`src/rtl/dbg_word_loader.sv`:
```
// Purpose: parses framed program loads (header, base address, N data words, checksum) from the UART word receiver and writes them to instruction memory.
// Latency: a data word's mem_req rises 1 cycle after its word_end event; load_done pulses 1 cycle after a matching checksum event.
// Backpressure: mem_req holds address and data until mem_ready; an incoming word while a write is pending is an overrun error.
module dbg_word_loader #(
    parameter logic [15:0] MAGIC          = 16'hB007,
    parameter int          TIMEOUT_CYCLES = 50_000_000,
    parameter int          TW             = 27
) (
    input  logic        clk,
    input  logic        reset,
    input  logic [31:0] word_in,
    input  logic        word_end,
    output logic        mem_req,
    output logic [31:0] mem_addr,
    output logic [31:0] mem_wdata,
    input  logic        mem_ready,
    output logic        cpu_hold,
    output logic        load_done,
    output logic        load_err,
    output logic [1:0]  err_code,
    output logic [15:0] words_left
);

    typedef enum logic [2:0] {
        S_IDLE,
        S_ADDR,
        S_DATA,
        S_WRITE,
        S_CSUM,
        S_DONE,
        S_ERROR
    } state_t;

    localparam logic [1:0] ERR_TIMEOUT = 2'd0;
    localparam logic [1:0] ERR_OVERRUN = 2'd1;
    localparam logic [1:0] ERR_ALIGN   = 2'd2;
    localparam logic [1:0] ERR_CSUM    = 2'd3;

    localparam logic [TW-1:0] TMO_LAST = TW'(TIMEOUT_CYCLES - 1);

    state_t        state;
    logic          word_end_q;
    logic          evt;
    logic          hdr_ok;
    logic          tmo_hit;
    logic [31:0]   addr;
    logic [31:0]   csum;
    logic [TW-1:0] tmo_cnt;

    // word_end may stay high for several cycles; only its rising edge is a word
    assign evt     = word_end & ~word_end_q;
    assign hdr_ok  = (word_in[31:16] == MAGIC) && (word_in[15:0] != 16'd0);
    assign tmo_hit = (tmo_cnt == TMO_LAST);

    // Delay word_end by one cycle for edge detection
    always_ff @(posedge clk or negedge reset) begin
        if (!reset) begin
            word_end_q <= 1'b0;
        end else begin
            word_end_q <= word_end;
        end
    end

    // Load sequencer: header -> address -> (data -> write) x N -> checksum
    always_ff @(posedge clk or negedge reset) begin
        if (!reset) begin
            state      <= S_IDLE;
            mem_req    <= 1'b0;
            mem_addr   <= 32'd0;
            mem_wdata  <= 32'd0;
            cpu_hold   <= 1'b0;
            load_done  <= 1'b0;
            load_err   <= 1'b0;
            err_code   <= 2'd0;
            words_left <= 16'd0;
            addr       <= 32'd0;
            csum       <= 32'd0;
            tmo_cnt    <= '0;
        end else begin
            load_done <= 1'b0;
            // Idle counter is zero outside the waiting states and after every word
            tmo_cnt   <= '0;
            case (state)
                S_IDLE, S_ERROR: begin
                    if (evt && hdr_ok) begin
                        words_left <= word_in[15:0];
                        csum       <= 32'd0;
                        cpu_hold   <= 1'b1;
                        load_err   <= 1'b0;
                        err_code   <= 2'd0;
                        state      <= S_ADDR;
                    end
                end
                S_ADDR: begin
                    if (evt) begin
                        if (word_in[1:0] != 2'd0) begin
                            state    <= S_ERROR;
                            load_err <= 1'b1;
                            err_code <= ERR_ALIGN;
                        end else begin
                            addr  <= word_in;
                            state <= S_DATA;
                        end
                    end else if (tmo_hit) begin
                        state    <= S_ERROR;
                        load_err <= 1'b1;
                        err_code <= ERR_TIMEOUT;
                    end else begin
                        tmo_cnt <= tmo_cnt + TW'(1);
                    end
                end
                S_DATA: begin
                    if (evt) begin
                        mem_addr  <= addr;
                        mem_wdata <= word_in;
                        mem_req   <= 1'b1;
                        csum      <= csum + word_in;
                        state     <= S_WRITE;
                    end else if (tmo_hit) begin
                        state    <= S_ERROR;
                        load_err <= 1'b1;
                        err_code <= ERR_TIMEOUT;
                    end else begin
                        tmo_cnt <= tmo_cnt + TW'(1);
                    end
                end
                S_WRITE: begin
                    // An accept in the same cycle as an overrun still counts
                    if (mem_ready) begin
                        mem_req    <= 1'b0;
                        addr       <= addr + 32'd4;
                        words_left <= words_left - 16'd1;
                        state      <= (words_left == 16'd1) ? S_CSUM : S_DATA;
                    end
                    if (evt) begin
                        mem_req  <= 1'b0;
                        state    <= S_ERROR;
                        load_err <= 1'b1;
                        err_code <= ERR_OVERRUN;
                    end
                end
                S_CSUM: begin
                    if (evt) begin
                        if (word_in == csum) begin
                            load_done <= 1'b1;
                            state     <= S_DONE;
                        end else begin
                            state    <= S_ERROR;
                            load_err <= 1'b1;
                            err_code <= ERR_CSUM;
                        end
                    end else if (tmo_hit) begin
                        state    <= S_ERROR;
                        load_err <= 1'b1;
                        err_code <= ERR_TIMEOUT;
                    end else begin
                        tmo_cnt <= tmo_cnt + TW'(1);
                    end
                end
                S_DONE: begin
                    cpu_hold <= 1'b0;
                    state    <= S_IDLE;
                end
                default: begin
                    state <= S_IDLE;
                end
            endcase
        end
    end

endmodule

```
`config.mk`:
```
export PLATFORM = sky130hd
export DESIGN_NAME = dbg_word_loader
export DESIGN_NICKNAME = d
export VERILOG_FILES = /design/src/rtl/dbg_word_loader.sv
export SDC_FILE = /design/constraint.sdc
export NUM_CORES = 1
export LEC_CHECK = 0
export ABC_AREA = 1
export CORE_MARGIN = 5
export CORE_UTILIZATION = 50
export CTS_CLUSTER_DIAMETER = 80
export DETAILED_ROUTE_END_ITERATION = 6
export PLACE_DENSITY_LB_ADDON = 0.2
export REMOVE_ABC_BUFFERS = 1
export SLEW_MARGIN = 20
export SYNTH_ARGS = -nofsm -noshare
export SYNTH_HDL_FRONTEND = slang
export SYNTH_SLANG_ARGS = --single-unit
```
`constraint.sdc`:
```
create_clock -name clk -period 2.3 [get_ports clk]
set_clock_uncertainty 0.1 [all_clocks]
set_input_delay 0.575 -clock clk [delete_from_list [all_inputs] [get_ports clk]]
set_output_delay 0.575 -clock clk [all_outputs]
set_load 0.02 [all_outputs]
```
==> flow_summary.json, run 1 <==
{
  "grt.overflow.total": 0,
  "fmax_mhz": 448,
  "utilization_pct": 64.9,
  "timing.final.setup_violations": 0,
  "regArea_mm2": 0.00453,
  "post_drt_via_cell_ratio": 5.13,
  "async_flop_share_pct": 100,
  "grt_pass1_vias": 11500,
  "cts_root_buffer": "clkbuf_16",
  "hold_ws_ns": -0.00934,
  "dieArea_mm2": 0.0269,
  "syn_area_mm2": 0.0119,
  "synthToLayoutAreaGrowth_pct": 27.9,
  "vias": 12000,
  "p_leak_nw": 7.77,
  "place_area_mm2": 0.0143,
  "min_period_over_period_pct": 97.0,
  "slew_headroom_pct": 52.1,
  "pin_count": 122,
  "critical_path_buf_inv_count": 1,
  "outcome": "finished, violations left",
  "start_kind": "flop",
  "grt_antenna_before_repair": 0,
  "die_h_um": 164,
  "ys_dominant_reg_cell": "dfrtp_1",
  "hpwl_mm": 27.9,
  "io_buffers": 121,
  "synth_seq_cells": 181,
  "numCtsBuffers": 17,
  "path_clk_slew_ns": 0.08,
  "clock_sinks": 181,
  "critPathTopFamily": "buffers and inverters",
  "worstHoldPathType": "input pin to asynchronous set/reset pin",
  "powerDensity_mw_per_mm2": 1240,
  "violations": "negative hold slack",
  "nets": 2074,
  "layout_commonest_cell": "nand2_1",
  "drive_gt1_share_pct": 13.2,
  "crit_fanout": 5,
  "multi_input_area_mm2": 0.00635,
  "r2r_slack_ns": 0.27,
  "crit_type": "flop to primary output",
  "crit_chain": "clkdlybuf4s50_1",
  "place_congestion": 0.985,
  "grt_pass1_wl_mm": 57.5,
  "layout_common_cells": "nand2_1, inv_1, dfrtp_1, nor2_1, buf_4",
  "fin_crit_ns": 2.23,
  "tns_ns": 0,
  "worstMarginPinSlew_ns": 0.719,
  "antenna_left": 0,
  "synth.distinct_cells": 44,
  "core_area_mm2": 0.0234,
  "n_fill_cell": 2180,
  "worstPathArrival_ns": 1.56,
  "drtIter0Drc": 857,
  "die_w_um": 164,
  "rows": 56,
  "clock_latency_ns": 0.44,
  "synthCells": 1774,
  "cts_tree": "yes",
  "finalPower_mw": 18.8,
  "final_area_mm2": 0.0152,
  "irDropWorstVdd_v": 0.000533,
  "clockBufferDepth": 2,
  "start_util_pct": 50.7,
  "drt_wl_total_mm": 35.9,
  "crit_required_ns": 1.62,
  "syn_area_per_cell_um2": 6.69,
  "hold_viol_final": 4,
  "yosysSeqAreaShare_pct": 38.1,
  "route.detailed.drc": 0,
  "htreeDepth": 4,
  "crit_path_end_kind": "primary output",
  "maxSlewViolCount": 0,
  "diodes": 0,
  "cpPeakStageDelay_ns": 0.65,
  "worst_path_max_delay_cell": "clkdlybuf4s50_1",
  "route.detailed.wl_per_inst_um": 15.4,
  "maxCapViolCount": 0,
  "synth_edf_count": 0,
  "grt_max_degree": 86,
  "synth_warnings": 0,
  "track_usage_pct": 26.9,
  "first_pass_iters": 5
}
[cells in the mapped netlist (2+ instances only)]
master | count | share of area, %
inv_2 | 8 | 0.25
o21ai_2 | 7 | 0.52
dfrtp_1 | 181 | 38
o21bai_1 | 3 | 0.19
nor2_2 | 9 | 0.47
o21ai_1 | 32 | 1.3
nand3_1 | 109 | 4.6
xnor2_1 | 6 | 0.44
nand4_1 | 13 | 0.69
a22oi_1 | 3 | 0.19
o22ai_1 | 2 | 0.11
nand2_4 | 3 | 0.28
nand3b_1 | 5 | 0.32
inv_1 | 255 | 8.1
nor3_2 | 3 | 0.25
nand2_2 | 14 | 0.74
inv_4 | 3 | 0.16
o21ai_0 | 95 | 4.0
nor2_1 | 186 | 5.9
nor3b_1 | 3 | 0.19
and2_1 | 4 | 0.21
nor3_1 | 29 | 1.2
clkbuf_1 | 11 | 0.35
nand3_2 | 6 | 0.51
xor2_1 | 25 | 1.8
ha_1 | 35 | 3.7
o211ai_1 | 2 | 0.13
buf_6 | 8 | 0.76
nor2_4 | 3 | 0.28
nand2_1 | 611 | 19
buf_2 | 15 | 0.63
buf_4 | 6 | 0.38
a31oi_1 | 7 | 0.37
or2_2 | 5 | 0.26
o21a_1 | 2 | 0.13
a21oi_1 | 57 | 2.4
[layout make-up]
class | instances | area share, %
clock buffer | 17 | 2.80
clock inverter | 15 | 1.25
inverter | 266 | 6.64
multi-input combinational | 1287 | 41.8
sequential | 181 | 29.8
tap | 319 | 2.63
timing repair buffer | 249 | 15.0
[through the flow]
stage	worst slack, ns	cells
floorplan	-0.578	1734
global placement	-0.496	2301
detailed placement	-0.493	2301
CTS	0.0128	2333
global route	-0.0213	2334
finish	0.0694	2334
[flip-flops by register name, summed over array words and instances (netlist names)]
register / flops
tmo_cnt: 27
load_err: 1
mem_req: 1
mem_addr: 32
word_end_q: 1
err_code: 2
addr: 32
mem_wdata: 32
csum: 32
words_left: 16
load_done: 1
cpu_hold: 1
state: 3
[cell families (layout without fill, tap and decap cells)]
group	Yosys count	after routing	synth area share [%]
and+or+nand+nor	1006	1006	35.5
xor gates and xnor gates	31	31	2.29
DFF	181	181	38.1
adders and majority gates	36	36	3.86
AOI/OAI and AO/OA	214	214	9.65
buffers and inverters	306	547	10.6
[per-layer routing]
metal / up-vias / GRT usage [%] / wire [um]
met4: 0 / 9.49 / 995
met5: - / 0 / 0
met1: 5585 / 35.5 / 15800
met2: 334 / 45.6 / 17500
met3: 67 / 3.64 / 1560
li1: 5985 / - / -
[final timing paths]
path	from	endpoint	cells after the start
min in group clk	tmo_cnt[0]$_DFF_PN0_	tmo_cnt[0]$_DFF_PN0_	1
setup / recovery	words_left[12]$_DFFE_PN0P_	words_left[12]	1
setup reg to reg	addr[2]$_DFFE_PN0P_	addr[20]$_DFFE_PN0P_	9
hold / removal	reset	mem_addr[6]$_DFFE_PN0P_	1
hold reg to reg	tmo_cnt[0]$_DFF_PN0_	tmo_cnt[0]$_DFF_PN0_	1
max in group asynchronous	reset	mem_addr[25]$_DFFE_PN0P_	2
[what timing repair did]
item,CTS,global route
resized for setup,6,49
hold buffers,0,0
pin swaps,0,2
setup endpoints to repair,8,53
hold endpoints to repair,0,0
buffers inserted,0,1
[power breakdown]
part	leakage, nW	internal [mW]	switching, mW
sequential	2.31	4.45	1.11
clock	0.284	1.65	1.44
combinational	5.17	4.27	5.85
Note: power is estimated with default switching activity, not from simulation.
==> run 2: changes to the inputs <==
--- a/config.mk
+++ b/config.mk
@@ -6,6 +6,7 @@
 export NUM_CORES = 1
 export LEC_CHECK = 0
 export ABC_AREA = 1
+export CAP_MARGIN = 20
 export CORE_MARGIN = 5
 export CORE_UTILIZATION = 50
 export CTS_CLUSTER_DIAMETER = 80
==> constraint.sdc (replaced) <==
create_clock -name clk -period 2.3 [get_ports clk]
set_clock_uncertainty 0.1 [all_clocks]
set_input_delay 0.575 -clock clk [delete_from_list [all_inputs] [get_ports clk]]
set_output_delay 0.575 -clock clk [all_outputs]
set_load 0.05 [all_outputs]
==> run 2 against run 1 <==
Against the previous run:
- the flow still finishes with violations (negative hold slack)
- critical endpoint is now mem_addr[9]
- worst setup slack got worse by 0.044 ns
- count of clock-buffer cells in the layout unchanged
- highest routed layer unchanged
- cell area increased by 0.57%
- fmax decreased by 1.9%
- die area unchanged
==> flow_summary.json, run 2 (same netlist as run 1, synthesis figures left out) <==
{
  "p_leak_nw": 8.47,
  "clock_sinks": 181,
  "power_frac_seq_pct": 27.6,
  "min_period_over_period_pct": 98.9,
  "r2r_slack_ns": 0.28,
  "maxSlewViolCount": 0,
  "crit_type": "flop to primary output",
  "core_area_mm2": 0.0234,
  "grt_pass1_wl_mm": 58.4,
  "worstHoldPathType": "input pin to asynchronous set/reset pin",
  "hold_viol_final": 1,
  "hold_ws_ns": -0.00433,
  "vias": 12000,
  "clock_latency_ns": 0.44,
  "critPathTopFamily": "buffers and inverters",
  "grt_max_degree": 86,
  "irDropWorstVdd_v": 0.000786,
  "r2r-end": "load_err$_DFFE_PN0P_",
  "start_util_pct": 50.7,
  "comb_power_share_pct": 57.6,
  "worstPathArrival_ns": 1.60,
  "worstMarginPinSlew_ns": 0.718,
  "grt_pass1_vias": 11600,
  "route.detailed.drc": 0,
  "hold_buffers": 0,
  "die_w_um": 164,
  "internal_power_mw": 10.1,
  "p_clk_share_pct": 14.9,
  "route.detailed.wl_per_inst_um": 15.6,
  "first_pass_iters": 5,
  "netSwitchingFraction_pct": 49.9,
  "path_clk_slew_ns": 0.08,
  "numCtsBuffers": 17,
  "diodes": 0,
  "power_switching_mw": 10.0,
  "cts_tree": "yes",
  "nets": 2077,
  "io_buffers": 121,
  "pin_count": 122,
  "die_h_um": 164,
  "reg2reg_from": "csum[1]$_DFFE_PN0P_",
  "post_drt_via_cell_ratio": 5.15,
  "crit_chain": "clkdlybuf4s50_1",
  "critical_path_buf_inv_count": 1,
  "worst_path_max_delay_cell": "clkdlybuf4s50_1",
  "dieArea_mm2": 0.0269,
  "place_congestion": 0.986,
  "clockBufferDepth": 2,
  "powerDensity_mw_per_mm2": 1320,
  "hpwl_mm": 28.1,
  "start_kind": "flop",
  "drtIter0Drc": 990,
  "cpPeakStageDelay_ns": 0.80,
  "htreeDepth": 4,
  "crit_required_ns": 1.62,
  "track_usage_pct": 27.3,
  "layout_commonest_cell": "nand2_1",
  "tns_ns": 0,
  "crit_fanout": 2,
  "slew_headroom_pct": 52.1,
  "maxCapViolCount": 0,
  "drt_wl_total_mm": 36.6,
  "rsz0062_at_grt": "true",
  "outcome": "finished, violations left",
  "antenna_left": 0,
  "fin_crit_ns": 2.27,
  "grt.overflow.total": 0,
  "drive_gt1_share_pct": 13.6,
  "timing.final.setup_violations": 0,
  "crit_path_end_kind": "primary output",
  "rows": 56,
  "worst-r2r-cell-count": 10,
  "layout_common_cells": "nand2_1, inv_1, dfrtp_1, nor2_1, buf_4",
  "cts_root_buffer": "clkbuf_16",
  "fmax_mhz": 440,
  "violations": "negative hold slack",
  "synthToLayoutAreaGrowth_pct": 28.6,
  "grt_antenna_before_repair": 0
}
-- run 2: worst max-delay path by stage --
stage	from	slack (ns)	end	cells after the start
after CTS	mem_addr[13]$_DFFE_PN0P_	0.0004	mem_addr[13]	1
after floorplan	word_end	-0.58	csum[1]$_DFFE_PN0P_	7
after detailed placement	word_in[0]	-0.50	csum[12]$_DFFE_PN0P_	13
final	mem_addr[9]$_DFFE_PN0P_	0.03	mem_addr[9]	1
after global routing	word_in[10]	-0.05	err_code[1]$_DFFE_PN0P_	12
after global placement	word_in[0]	-0.50	csum[12]$_DFFE_PN0P_	13
-- run 2: final cells by class --
cell class	count	area [um^2]
multi-input cells	1287	6350
flip-flops and latches	181	4530
repair buffers	252	2390
fillers	2177	8140
well taps	319	399
clock inverters	15	165
clock buffers	17	425
inverters	266	1010
-- run 2: metrics by stage --
stage | setup WS, ns | std cells | instance area (um^2) | power [mW] | util [%]
5_1_grt | -0.0453 | 2337 | 15300 | 21.5 | 65.2
4_1_cts | 0.000420 | 2334 | 14900 | 19.8 | 63.5
3_5_place_dp | -0.498 | 2302 | 14300 | 16.9 | 61.0
2_1_floorplan | -0.578 | 1734 | 11600 | 12.7 | -
3_3_place_gp | -0.499 | 2302 | 14300 | 16.6 | 61.0
6_report | 0.0252 | 2337 | 15300 | 20.1 | 65.2
-- run 2: what timing repair did --
action                                  CTS  global route
resized for setup                        32            91
endpoints found under the setup margin   38            95
gates cloned                              0             2
pin swaps                                 0             3
buffers inserted                          0             1
-- run 2: power groups by stage --
stage,Clock [mW],Sequential (mW),Combinational [mW]
floorplan,0,7.68,5.03
global placement,0,5.51,11.1
detailed placement,0,5.54,11.3
CTS,3.01,5.50,11.3
global route,3.15,5.72,12.7
finish,2.99,5.54,11.6
-- run 2: metal layers --
layer  global-route usage, %  routed length, um  vias up
met5                       0                  0        -
li1                        -                  -     5997
met2                    46.0              17500      372
met4                    9.84               1230        0
met3                    3.34               2010       69
met1                    36.4              15800     5598
